<file path="src/rtl/uart_tx_pkg.sv">
// uart_tx_pkg: register offsets, status bit positions and FSM states for the X-bus UART transmitter
package uart_tx_pkg;
    localparam logic [1:0] REG_TXDATA  = 2'd0;
    localparam logic [1:0] REG_STATUS  = 2'd1;
    localparam logic [1:0] REG_DIVISOR = 2'd2;
    localparam int ST_FULL  = 0;
    localparam int ST_EMPTY = 1;
    localparam int ST_BUSY  = 2;
    localparam int ST_OVF   = 3;
    localparam int ST_COUNT = 8;
    localparam logic [15:0] DIV_MIN = 16'd2;
    typedef enum logic [1:0] {IDLE, START, DATA, STOP} tx_state_t;
endpackage

</file>
<file path="src/rtl/xbus_uart_tx_byte_fifo.sv">
// byte_fifo: synchronous 8-bit FIFO; pushes while full and pops while empty are ignored
module byte_fifo #(
    parameter int FIFO_AW = 4
) (
    input  logic             clk_i,
    input  logic             reset_i,
    input  logic             push,
    input  logic [7:0]       wdata,
    input  logic             pop,
    output logic [7:0]       rdata,
    output logic             full,
    output logic             empty,
    output logic [FIFO_AW:0] count
);
    logic [7:0]         mem [2**FIFO_AW];
    logic [FIFO_AW-1:0] wptr, rptr;
    logic               do_push, do_pop;

    assign full    = count[FIFO_AW];
    assign empty   = count == '0;
    assign do_push = push & ~full;
    assign do_pop  = pop & ~empty;
    assign rdata   = mem[rptr];

    always_ff @(posedge clk_i)
        if (do_push) mem[wptr] <= wdata;

    always_ff @(posedge clk_i) begin
        if (reset_i) begin
            wptr  <= '0;
            rptr  <= '0;
            count <= '0;
        end else begin
            wptr  <= do_push ? wptr + 1'b1 : wptr;
            rptr  <= do_pop ? rptr + 1'b1 : rptr;
            count <= count + (FIFO_AW+1)'(do_push) - (FIFO_AW+1)'(do_pop);
        end
    end
endmodule

</file>
<file path="src/rtl/xbus_uart_tx.sv">
// xbus_uart_tx: X-bus slave with a 16-byte transmit FIFO serialised as 8N1 frames on txd_o
module xbus_uart_tx
    import uart_tx_pkg::*;
#(
    parameter int          FIFO_AW     = 4,
    parameter logic [15:0] DEFAULT_DIV = 16'd434
) (
    input  logic        clk_i,
    input  logic        reset_i,
    input  logic [4:0]  xadr_i,
    input  logic [63:0] xdat_i,
    input  logic        xwe_i,
    input  logic        xstb_i,
    input  logic [1:0]  xsiz_i,
    input  logic        xsigned_i,
    output logic        xack_o,
    output logic [63:0] xdat_o,
    output logic        txd_o
);
    logic             accept, push, full, empty, ovf, pop, load, tdone, txd_n;
    logic [1:0]       sel;
    logic [7:0]       head, shreg, sh_n;
    logic [15:0]      div, div_lat, dl_n, timer, timer_n;
    logic [2:0]       bitcnt, bit_n;
    logic [FIFO_AW:0] count;
    logic [63:0]      status, rdata;
    tx_state_t        state, state_n;
    logic             unused_ok;

    assign unused_ok = ^{xsiz_i, xsigned_i, xadr_i[2:0], xdat_i[63:16]};
    assign accept    = xstb_i & ~xack_o;
    assign sel       = xadr_i[4:3];
    assign push      = accept & xwe_i & (sel == REG_TXDATA);

    byte_fifo #(.FIFO_AW(FIFO_AW)) u_fifo (
        .clk_i(clk_i), .reset_i(reset_i), .push(push), .wdata(xdat_i[7:0]), .pop(pop),
        .rdata(head), .full(full), .empty(empty), .count(count)
    );

    always_comb begin
        status                         = '0;
        status[ST_FULL]                = full;
        status[ST_EMPTY]               = empty;
        status[ST_BUSY]                = state != IDLE;
        status[ST_OVF]                 = ovf;
        status[ST_COUNT +: FIFO_AW+1]  = count;
    end

    assign rdata = sel == REG_STATUS  ? status :
                   sel == REG_DIVISOR ? {48'b0, div} : '0;

    always_ff @(posedge clk_i) begin
        if (reset_i) begin
            xack_o <= 1'b0;
            xdat_o <= '0;
            div    <= DEFAULT_DIV;
            ovf    <= 1'b0;
        end else begin
            xack_o <= accept;
            xdat_o <= (accept & ~xwe_i) ? rdata : '0;
            if (push & full)
                ovf <= 1'b1;
            else if (accept & xwe_i & (sel == REG_STATUS))
                ovf <= 1'b0;
            if (accept & xwe_i & (sel == REG_DIVISOR))
                div <= xdat_i[15:0] < DIV_MIN ? DIV_MIN : xdat_i[15:0];
        end
    end

    assign tdone = timer == '0;
    // a new frame is loaded from IDLE or straight out of the last stop-bit clock
    assign load  = ~empty & ((state == IDLE) | ((state == STOP) & tdone));

    always_comb begin
        state_n = state;
        timer_n = state != IDLE ? timer - 16'd1 : timer;
        bit_n   = bitcnt;
        sh_n    = shreg;
        dl_n    = div_lat;
        txd_n   = txd_o;
        pop     = 1'b0;
        case (state)
            START: if (tdone) begin
                state_n = DATA;
                timer_n = div_lat - 16'd1;
                bit_n   = 3'd0;
                txd_n   = shreg[0];
            end
            DATA: if (tdone) begin
                timer_n = div_lat - 16'd1;
                if (bitcnt == 3'd7) begin
                    state_n = STOP;
                    txd_n   = 1'b1;
                end else begin
                    bit_n = bitcnt + 3'd1;
                    sh_n  = {1'b0, shreg[7:1]};
                    txd_n = shreg[1];
                end
            end
            STOP: if (tdone) state_n = IDLE;
            default: ;
        endcase
        if (load) begin
            pop     = 1'b1;
            sh_n    = head;
            dl_n    = div;
            timer_n = div - 16'd1;
            txd_n   = 1'b0;
            state_n = START;
        end
    end

    always_ff @(posedge clk_i) begin
        if (reset_i) begin
            state   <= IDLE;
            timer   <= '0;
            bitcnt  <= '0;
            shreg   <= '0;
            div_lat <= DEFAULT_DIV;
            txd_o   <= 1'b1;
        end else begin
            state   <= state_n;
            timer   <= timer_n;
            bitcnt  <= bit_n;
            shreg   <= sh_n;
            div_lat <= dl_n;
            txd_o   <= txd_n;
        end
    end
endmodule

</file>
<file path="config.mk">
export PLATFORM = sky130hd
export DESIGN_NAME = xbus_uart_tx
export DESIGN_NICKNAME = d
export VERILOG_FILES = /design/src/rtl/uart_tx_pkg.sv /design/src/rtl/xbus_uart_tx_byte_fifo.sv /design/src/rtl/xbus_uart_tx.sv
export SDC_FILE = /design/constraint.sdc
export NUM_CORES = 1
export LEC_CHECK = 0
export CAP_MARGIN = 20
export CORE_MARGIN = 4
export CORE_UTILIZATION = 59
export CTS_CLUSTER_DIAMETER = 80
export DETAILED_ROUTE_END_ITERATION = 6
export PLACE_DENSITY = 0.85
export SETUP_SLACK_MARGIN = 0.05
export SKIP_LAST_GASP = 1
export SYNTH_ARGS = -nofsm -noshare
export SYNTH_HDL_FRONTEND = slang
export SYNTH_SLANG_ARGS = --single-unit
</file>
<file path="constraint.sdc">
create_clock -name clk_i -period 5 [get_ports clk_i]
set_input_delay 0.5 -clock clk_i [delete_from_list [all_inputs] [get_ports clk_i]]
set_output_delay 0.5 -clock clk_i [all_outputs]
set_load 0.01 [all_outputs]
</file>
==> results.md <==
* CTS resizes at 0
* Max rail drop VDD at 0.4178 mV
* Core ar. at 16700 sq um
* LEAKAGE at 3.951 nW
* Clk sinks at 225
* Most used DFF post-synth: edfxtp_1
* Die X-Extent at 139.1 um
* Seq. cell area at 5787 sq um
* Remaining DRCs at 0
* WL per Instance at 20.14 um
* Comb pwr share at 0.279
* Filler cells at 1135
* I/O pins at 142
* Hold-critical path depth at 1
* Yosys reg bits at 225
* Post-DR vias/cell at 5.967
* GRT Total Usage at 0.2232
* Tot Pwr at 0.005616 W
* Final Skew at 22.00 ps
* Initial antenna violation count at 1
* Reg2Reg Depth at 14
* Final core utilization at 0.6779
* Sw Pwr at 0.001749 W
* Hold Crit Class: flip-flop to flip-flop
* Switching part of the total at 0.3114
* PwrDens at 496.1 nW/um^2
* Critical Path End Type: flip-flop
* Worst path bufs/invs at 2
* Mean post-synth cell area at 12.30 sq um
* DRT Wirelength at 22.04 mm
* Critical Path Fanout Max at 5
* WP data arrival at 3910 ps
* Port bufs at 39
* Final TNS setup at 0 ps
* Number of synthesized flops with an enable pin at 128
* Minimum clock period at 3518 ps
* DR pass1 iterations at 6
* Total number of H-tree levels at 1
* Remaining antenna violation count at 0
* Die area at 19340 sq um
* Mapped cell area at 10140 sq um
* P_int at 0.003867 W
* Post-DP HPWL at 14.59 mm
* Crit. Startpoint: state[0]$_SDFFE_PP0P_
* Critical R2R Launch: state[0]$_SDFFE_PP0P_
* CTS tree: built
* Number of cells on the critical path at 14
* Initial Utilization at 0.6069
* Final net count at 956
* Synth unique cells at 62
* Cell Chain, Critical Path: ha_1 > or4b_2 > nor4_1 > o21ai_2 > inv_2 > ha_1 > inv_1 > ha_1 > fa_1 > a21oi_1 > nor2_1 > nor2_1 > xnor2_1 > nor2_1
* CP max stage delay at 600 ps
* Clock transition at path regs at 60 ps
* Warnings, synthesis at 0
* Max-cap violations at 0
* Kind of critical path: flip-flop to flip-flop
* Root Driver: clkbuf_16
* Clock share of power at 0.318
* Vias in the first global route at 6334
* Clock Latency Late Sink at 520 ps
* Worst R2R Setup Slack at 1480 ps
* Status: finished clean
* Num CTS Buffers at 23
* Setup violations, final at 0
* Setup repair bufs after CTS at 0
* Worst rel slew slack at 0.3382
* GP Congestion at 0.8376
* Delay-heaviest family, CP: simple AND/OR/NAND/NOR gates
* Global-route wire length before repair at 34.51 mm
* Sequential Power Share at 0.403
* Register area share after synthesis at 0.5708
* Critical path launch point type: flip-flop
* Hold buffers post-CTS at 0
* Syn Inst Count at 824
* Final Hold Viols at 0
* # diodes at 0
* Max Freq at 284.3 MHz
* Multi-input gate area at 3910 sq um
* Asr flop ratio synth at 0
* Layout cells sized above 1 at 0.1281
* Worst slew pin tran at 983.7 ps
* Gr ovfl total at 0
* RSZ-0062 raised after global routing: false
* DR iter-0 viols at 734
* Layout Area Growth over Synthesis at 11.69%
* Pins Over Slew Limit at 0
* CP max stage cell: or4b_2
* Longest Clk Path Bufs at 3
* Site Rows at 47
* CP Capture Point: u_fifo.count[4]$_SDFF_PP0_
* Vias at 6528
* Largest net degree at the start of global routing at 49
* DIE HEIGHT at 139.1 um
* Worst R2R End: u_fifo.count[4]$_SDFF_PP0_
* Worst path required time at 5390 ps
* Final Cycle Share at 0.7036
-- sequential cells by signal (all words and copies together) (netlist names), named ones only --
name and cells:
u_fifo.rptr 4, div_lat 16, div 16, u_fifo.wptr 4, ovf 1, u_fifo.count 5
timer 16, state 2, shreg 8, xdat_o 16, bitcnt 3, u_fifo.mem 128
xack_o 1, txd_o 1
-- stage by stage --
stage | hold slack, ps | setup slack (ps) | cell area (sq um) | cells
floorplan | 443.2 | 1776 | 10310 | 871
detailed placement | 466.5 | 1568 | 10520 | 1051
finish | 478.4 | 1482 | 11320 | 1094
global placement | 463.4 | 1604 | 10520 | 1051
CTS | 480.4 | 1544 | 11310 | 1093
global route | 511.2 | 1322 | 11320 | 1094
-- cell families (layout without fill, tap and decap cells) --
| kind of cell | Yosys count | count (layout) | share of synthesized area |
|---|---|---|---|
| AND/OR/NAND/NOR | 254 | 254 | 0.1267 |
| buffers and inverters | 112 | 115 | 0.06123 |
| adder cells (fa/ha/maj) | 23 | 23 | 0.02913 |
| AO/OA/AOI/OAI | 115 | 115 | 0.07320 |
| other | 1 | 48 | 0.0003700 |
| XOR/XNOR | 38 | 38 | 0.03284 |
| multiplexers | 56 | 56 | 0.1058 |
| flip-flops | 225 | 225 | 0.5708 |
-- worst min path at each step --
stage	startpoint	to	slack (ps)
floorplan	ovf$_SDFFE_PP0P_	xdat_o[3]$_SDFF_PP0_	440
global placement	div_lat[15]$_SDFFE_PP0P_	div_lat[15]$_SDFFE_PP0P_	460
detailed placement	bitcnt[1]$_SDFFE_PP0P_	bitcnt[1]$_SDFFE_PP0P_	470
CTS	bitcnt[1]$_SDFFE_PP0P_	bitcnt[1]$_SDFFE_PP0P_	480
global route	bitcnt[2]$_SDFFE_PP0P_	bitcnt[2]$_SDFFE_PP0P_	510
finish	bitcnt[1]$_SDFFE_PP0P_	bitcnt[1]$_SDFFE_PP0P_	480
-- power groups by stage --
stage,sequential (W),clock [W],combinational (W)
finish,0.00226,0.00179,0.00156
global route,0.00229,0.00190,0.00172
CTS,0.00226,0.00180,0.00156
detailed placement,0.00230,0,0.00154
global placement,0.00229,0,0.00150
floorplan,0.00225,0,0.00123
-- worst register-to-register path, cell delays in order (launching register included) --
cell     delay (ps)
dfxtp_1         410
ha_1            290
or4b_2          600
nor4_1          530
o21ai_2         120
inv_2           120
ha_1            140
inv_1            40
ha_1            210
fa_1            410
a21oi_1         160
nor2_1           60
nor2_1          120
xnor2_1         130
nor2_1           60
-- routing by layer --
layer / track usage / share of wire / vias to the layer above
li1: - / - / 3003
met1: 0.2944 / 0.39 / 3191
met2: 0.3879 / 0.52 / 286
met3: 0.03931 / 0.071 / 44
met4: 0.05098 / 0.018 / 4
met5: 0.01504 / 0.0025 / -
-- final cells by class --
type / instances / share of cell area
Sequential cell: 225 / 0.5112
Timing Repair Buffer: 51 / 0.04200
Clock inverter: 10 / 0.01514
Tap cell: 220 / 0.02431
Clock buffer: 32 / 0.05471
Inverter: 22 / 0.007294
Multi-Input combinational cell: 534 / 0.3454
-- synth_stat cells, types with 19 or more instances --
library cell    n  area [sq um]
nand2_1        92         345.3
xnor2_1        23         201.4
ha_1           22         275.3
a21oi_1        42         210.2
clkbuf_1       26         97.59
edfxtp_1      128          3844
inv_1          21         78.83
nor2_1         55         206.5
mux4_2         40         900.9
dfxtp_1        97          1942
buf_4          48         360.4
o21ai_0        19         95.09
-- placed cells by master (no fill, tap or decap), types with 4 or more instances in the layout --
master | synthesis | layout
clkbuf_1 | 26 | 8
buf_4 | 48 | 12
mux4_2 | 40 | 40
nand2b_1 | 6 | 6
clkbuf_16 | 0 | 23
a22o_1 | 12 | 12
or4_1 | 6 | 6
nor2_1 | 55 | 55
mux2i_1 | 7 | 7
bufinv_16 | 0 | 4
dfxtp_1 | 97 | 96
ha_1 | 22 | 22
a21o_1 | 4 | 4
nand2_1 | 92 | 92
xor2_1 | 15 | 15
nand3b_1 | 11 | 11
or3_1 | 6 | 6
a211oi_1 | 9 | 9
inv_1 | 21 | 21
xnor2_1 | 23 | 23
clkdlybuf4s50_1 | 0 | 38
o21ai_0 | 19 | 19
conb_1 | 1 | 48
edfxtp_1 | 128 | 128
nand3_1 | 10 | 10
a21oi_1 | 42 | 42
nor4_1 | 15 | 15
and2_1 | 8 | 8
o41ai_1 | 4 | 4
nand4_1 | 8 | 8
mux2_2 | 9 | 9
nor3_1 | 14 | 14
No activity file was read; power rests on OpenSTA's default activity.
==> variant 1: new RTL, same flow settings <==
`xdat_o` no longer has a reset.
--- a/src/rtl/xbus_uart_tx.sv
+++ b/src/rtl/xbus_uart_tx.sv
@@ -52,12 +52,10 @@
     always_ff @(posedge clk_i) begin
         if (reset_i) begin
             xack_o <= 1'b0;
-            xdat_o <= '0;
             div    <= DEFAULT_DIV;
             ovf    <= 1'b0;
         end else begin
             xack_o <= accept;
-            xdat_o <= (accept & ~xwe_i) ? rdata : '0;
             if (push & full)
                 ovf <= 1'b1;
             else if (accept & xwe_i & (sel == REG_STATUS))
@@ -65,6 +63,10 @@
             if (accept & xwe_i & (sel == REG_DIVISOR))
                 div <= xdat_i[15:0] < DIV_MIN ? DIV_MIN : xdat_i[15:0];
         end
+    end
+
+    always_ff @(posedge clk_i) begin
+        xdat_o <= (accept & ~xwe_i) ? rdata : '0;
     end
 
     assign tdone = timer == '0;
Check against the original RTL: not equivalent (Yosys sat finds a counterexample within 4 cycles, from zero or initial values and one cycle with reset_i high).
==> variant 1 against the original RTL <==
  * Critical path depth is 1 lower
  * Total power is 0.27% higher
  * Critical path type unchanged
  * Sequential cell count stayed put
  * Design area is 0.59% lower
  * Via count is 0.63% lower
  * Count of clock-buffer cells in the layout is 2 lower
  * Non-clock buffer count is 3 higher
  * Routed wire length is 0.43% higher
  * Hold slack worse by 15 ps
  * First-iteration DRC count is 24% lower
  * Synthesized area is 0.47% lower
  * Worst setup slack worse by 390 ps
==> variant 1: results (changes against the original RTL) <==
run status = finished clean
Worst Tran Pin Value = 1010 ps (+25.2 ps)
synthesized area per cell = 12.1 µm² (-1.4%)
arrival time at the worst endpoint = 4340 ps (+430 ps)
share of synthesized area occupied by flip-flops and latches = 0.573 (+0.00269)
power consumed by the clock network = 0.00177 W
Synth area leaders = sky130_fd_sc_hd__edfxtp_1 38%, sky130_fd_sc_hd__dfxtp_1 19%, sky130_fd_sc_hd__mux4_2 8.7%
Ant. Diodes = 0 (unchanged)
HPWL reported at the end of detailed placement = 14.4 mm (-1.3%)
Vias per Instance = 5.89 (-1.3%)
max reg flops = 128 (unchanged)
clock insertion delay at the later pin of the skew report = 510 ps
worst-path maximum fanout = 34 (+29)
first-pass detailed-route iteration total = 5 (-1)
number of global-route vias before repair = 6386 (+0.82%)
Worst R2R Start = timer[12]$_SDFF_PP0_
maximum number of pins on one net before global-route repair = 70 (+43%)
clock share of power = 0.314 (-0.004)
wire length of the first global-routing pass = 35.2 mm (+2.0%)
Setup crit start = timer[12]$_SDFF_PP0_
proportion of netlist area held by the largest area contributor = 0.381 (+0.00179)
routed wire length per instance = 20.1 µm (-0.21%)
I/O Buffers = 39 (unchanged)
Post-Place Worst Slack = 1240 ps (-328 ps)
Iteration-0 DRC Markers = 558 (-24%)
power in sequential cells = 0.00229 W
deepest level of the CTS H-tree = 1 (unchanged)
Pleak = 3.97 nW (+0.41%)
number of nets in the finished design = 962 (+0.63%)
clock buffer depth = 3 (unchanged)
cts bufs inserted = 24 (+4.3%)
placement-stage cell area = 10400 µm² (-0.71%)
number of enable flip-flop cells after synthesis = 128 (unchanged)
slowest cell on the critical path = sky130_fd_sc_hd__or4_4
total vias in the final route = 6487 (-0.63%)
GP Congestion = 0.878 (+4.8%)
share of layout cells above drive strength 1 = 0.117 (-0.0112)
post-synth cell types = 62 (unchanged)
GRT Util Overall = 0.228 (+0.00475)
synth warn = 0 (unchanged)
maximum VDD drop = 0.397 mV (-5.0%)
fraction of registers with async set or reset after synthesis = 0 (unchanged)
largest register by flop count = u_fifo.mem
skew final = 8.78 ps (-13.2 ps)
placed cell count = 1056 (+0.48%)
switching power summed over all nets = 0.00176 W (+0.91%)
initial antenna violation count = 0 (-1)
top post-synthesis cells by count = 128 x sky130_fd_sc_hd__edfxtp_1, 97 x sky130_fd_sc_hd__dfxtp_1, 90 x sky130_fd_sc_hd__nand2_1, 64 x sky130_fd_sc_hd__nor2_1, 49 x sky130_fd_sc_hd__buf_4
worst hold start = ovf$_SDFFE_PP0P_
# Post-CTS Setup Buffers = 0 (unchanged)
largest stage delay on the critical path = 580 ps (-20 ps)
Reg clk slew, reported paths = 60 ps (about the same)
-- variant 1: final cells by class --
class	count	area [µm²]
Multi-Input combinational cell	539	3820
Sequential cell	225	5790
Clock inverter	14	143
Tap cell	220	275
Timing Repair Buffer	54	510
Fill cell	1130	5390
Inverter	19	76.3
Clock buffer	30	644
-- variant 1: worst max-delay path: cells and delay by family, from the launching register on --
family	cells	cell delay (ps)
AO/OA/AOI/OAI	3	640
flip-flops	1	330
AND/OR/NAND/NOR	5	1730
buffers and inverters	2	270
adder cells (fa/ha/maj)	3	850
-- variant 1: worst paths after layout --
| kind | end | slack (ps) | cells past startpoint |
|---|---|---|---|
| worst max-delay path | u_fifo.count[4]$_SDFF_PP0_ | 1090 | 13 |
| worst min-delay path | xdat_o[3]$_SDFF_PN0_ | 460 | 1 |
| worst max register to register | u_fifo.count[4]$_SDFF_PP0_ | 1090 | 13 |
| worst min register to register | xdat_o[3]$_SDFF_PN0_ | 460 | 1 |
-- variant 1: cells by family after synthesis --
kind of cell	synth area share
AOI/OAI and AO/OA	0.0647
xor gates and xnor gates	0.0365
adders and majority gates	0.0293
buffers and inverters	0.0660
DFF	0.573
muxes	0.0981
other	0.000372
and+or+nand+nor	0.132
-- variant 1: through the flow --
step | utilization | hold slack, ps
floorplan | - | 443
global placement | 0.628 | 451
detailed placement | 0.628 | 452
CTS | 0.675 | 466
global route | 0.676 | 482
finish | 0.676 | 463
-- variant 1: layer usage --
layer | share of wire | up-vias | wire (µm) | GRT usage
met5 | 0 | - | 0 | 0
met4 | 0.029 | 0 | 647 | 0.0705
met3 | 0.059 | 52 | 1310 | 0.0321
met2 | 0.52 | 282 | 11500 | 0.399
met1 | 0.39 | 3152 | 8690 | 0.297
li1 | - | 3001 | - | -
==> variant 2: new RTL, config.mk and constraints unchanged <==
Made on the original files. `FIFO_AW` is set to 4 in 2 places; all go to 3.
--- a/src/rtl/xbus_uart_tx_byte_fifo.sv
+++ b/src/rtl/xbus_uart_tx_byte_fifo.sv
@@ -1,6 +1,6 @@
 // byte_fifo: synchronous 8-bit FIFO; pushes while full and pops while empty are ignored
 module byte_fifo #(
-    parameter int FIFO_AW = 4
+    parameter int FIFO_AW = 3
 ) (
     input  logic             clk_i,
     input  logic             reset_i,
--- a/src/rtl/xbus_uart_tx.sv
+++ b/src/rtl/xbus_uart_tx.sv
@@ -2,7 +2,7 @@
 module xbus_uart_tx
     import uart_tx_pkg::*;
 #(
-    parameter int          FIFO_AW     = 4,
+    parameter int          FIFO_AW     = 3,
     parameter logic [15:0] DEFAULT_DIV = 16'd434
 ) (
     input  logic        clk_i,
Function: no difference found for any inputs over 4 cycles, from zero or initial values and one cycle with reset_i high; that may be too few to reach the edited logic, so the function may still have changed.
==> variant 2 against the original RTL <==
  * Sequential cell count fell by 68
  * Total power fell by 26%
  * Worst setup slack improved by 450 ps
  * Routed wire length fell by 26%
  * Via count fell by 19%
  * Die area fell by 25%
  * Design area fell by 26%
  * Synthesized area fell by 27%
  * Cell count fell by 15%
  * Global-route usage rose by 1.3 points
  * Maximum frequency rose by 15%
  * Combinational power fell by 22%
  * Critical path type unchanged
  * Largest power group unchanged
  * Highest routed layer is now met4
==> variant 2: results (changes against the original RTL) <==
run status = finished clean
number of global-route vias before repair = 5181 (-18%)
cts bufs inserted = 17 (-26%)
worst-path maximum fanout = 7 (+2)
fraction of registers with async set or reset after synthesis = 0 (unchanged)
main flop type after synthesis = sky130_fd_sc_hd__dfxtp_1
slowest cell on the critical path = sky130_fd_sc_hd__nand4_1
total vias in the final route = 5298 (-19%)
Root Buffer = sky130_fd_sc_hd__clkbuf_16
# Post-CTS Setup Buffers = 0 (unchanged)
total length of routed wires = 16.4 mm (-26%)
largest register by flop count = u_fifo.mem
arrival time at the worst endpoint = 3370 ps (-540 ps)
synth warn = 0 (unchanged)
share of synthesized area occupied by flip-flops and latches = 0.508 (-0.0627)
initial antenna violation count = 0 (-1)
met3 Resource Use GR = 0.0533 (+0.0140)
number of gates resized after CTS = 0 (unchanged)
skew final = 9.11 ps (-12.9 ps)
Synth area leaders = sky130_fd_sc_hd__edfxtp_1 26%, sky130_fd_sc_hd__dfxtp_1 25%, sky130_fd_sc_hd__nand2_1 5.0%
type of the worst min-delay path = flip-flop to flip-flop
maximum VDD drop = 0.419 mV (+0.17%)
clock buffer depth = 2 (-1)
top post-synthesis cells by count = 99 x sky130_fd_sc_hd__nand2_1, 93 x sky130_fd_sc_hd__dfxtp_1, 64 x sky130_fd_sc_hd__edfxtp_1, 49 x sky130_fd_sc_hd__buf_4, 40 x sky130_fd_sc_hd__nor2_1
Iteration-0 DRC Markers = 533 (-27%)
number of enable flip-flop cells after synthesis = 64 (-50%)
GRT met2 Usage = 0.405 (+0.0168)
wire length of the first global-routing pass = 26.4 mm (-24%)
Worst Tran Pin Value = 1070 ps (+90.7 ps)
placed cell count = 891 (-15%)
clock insertion delay at the later pin of the skew report = 440 ps (-80 ps)
global-route track usage on met1 = 0.282 (-0.0127)
share of layout cells above drive strength 1 = 0.0938 (-0.0344)
Pleak = 3.01 nW (-24%)
Reg clk slew, reported paths = 60 ps (about the same)
HPWL reported at the end of detailed placement = 11.1 mm (-24%)
GRT Util Overall = 0.236 (+0.0129)
Vias per Instance = 5.73 (-4.0%)
maximum number of pins on one net before global-route repair = 58 (+18%)
deepest level of the CTS H-tree = 4 (+3)
GP Congestion = 0.903 (+7.8%)
first-pass detailed-route iteration total = 5 (-1)
max reg flops = 64 (-50%)
number of nets in the finished design = 839 (-12%)
post-synth cell types = 62 (unchanged)
count of mapped cells out of synthesis = 719 (-13%)
Ant. Diodes = 0 (unchanged)
largest stage delay on the critical path = 580 ps (-20 ps)
## variant 2: cell types whose count changed in the layout (fill, tap and decap cells not counted), moves of 11 or more
cell                       unedited run  this run
sky130_fd_sc_hd__a22o_1              12         1
sky130_fd_sc_hd__nor2_1              55        40
sky130_fd_sc_hd__edfxtp_1           128        64
sky130_fd_sc_hd__mux4_2              40        16
sky130_fd_sc_hd__a211oi_1             9        20
## variant 2: final timing paths
path / slack [ps] / cells after the start / to / from
setup reg to reg: 1930 / 9 / u_fifo.count[1]$_SDFF_PP0_ / timer[9]$_SDFF_PP0_
hold / removal: 470 / 2 / div_lat[10]$_SDFFE_PP0P_ / div_lat[10]$_SDFFE_PP0P_
hold reg to reg: 470 / 2 / div_lat[10]$_SDFFE_PP0P_ / div_lat[10]$_SDFFE_PP0P_
setup / recovery: 1930 / 9 / u_fifo.count[1]$_SDFF_PP0_ / timer[9]$_SDFF_PP0_
## variant 2: logic make-up (layout without fill, tap and decap cells)
| kind of cell | count (synthesis) | after routing | synth area share |
|---|---|---|---|
| adder cells (fa/ha/maj) | 19 | 19 | 0.0329 |
| XOR/XNOR | 38 | 38 | 0.0447 |
| flip-flops | 157 | 157 | 0.508 |
| other | 1 | 48 | 0.000504 |
| multiplexers | 33 | 33 | 0.0716 |
| AO/OA/AOI/OAI | 112 | 112 | 0.0956 |
| buffers and inverters | 108 | 99 | 0.0798 |
| AND/OR/NAND/NOR | 251 | 251 | 0.167 |
## variant 2: final cells by class
class	instances	area, µm²
Multi-Input combinational cell	501	3250
Clock buffer	21	492
Tap cell	168	210
Timing Repair Buffer	46	438
Clock inverter	11	103
Sequential cell	157	3780
Inverter	21	78.8
Fill cell	849	3810
## variant 2: critical path: cells and delay by family (launching register included)
kind	cells	cell delay [ps]
AOI/OAI and AO/OA	1	360
DFF	1	340
and+or+nand+nor	3	1250
adders and majority gates	3	830
buffers and inverters	2	140
## variant 2: metal layers
layer  part of all wire  routed length [µm]
met1               0.40                6610
met2               0.51                8370
met3              0.048                 780
met4              0.036                 593
met5                  0                   0
## variant 2: where the power goes
| part | internal (W) | switching, W | leakage, nW |
|---|---|---|---|
| clock network | 0.000756 | 0.000519 | 0.287 |
| logic | 0.000519 | 0.000702 | 1.39 |
| registers | 0.00149 | 0.000182 | 1.34 |
| total | 0.00277 | 0.00140 | 3.01 |
## variant 2: stage by stage
step,hold slack (ps),setup WS [ps],cell area [µm²]
after floorplan,443,2330,7620
after global placement,459,2100,7740
after detailed placement,461,1870,7740
after CTS,474,1980,8340
after global routing,498,1840,8360
final,473,1930,8360
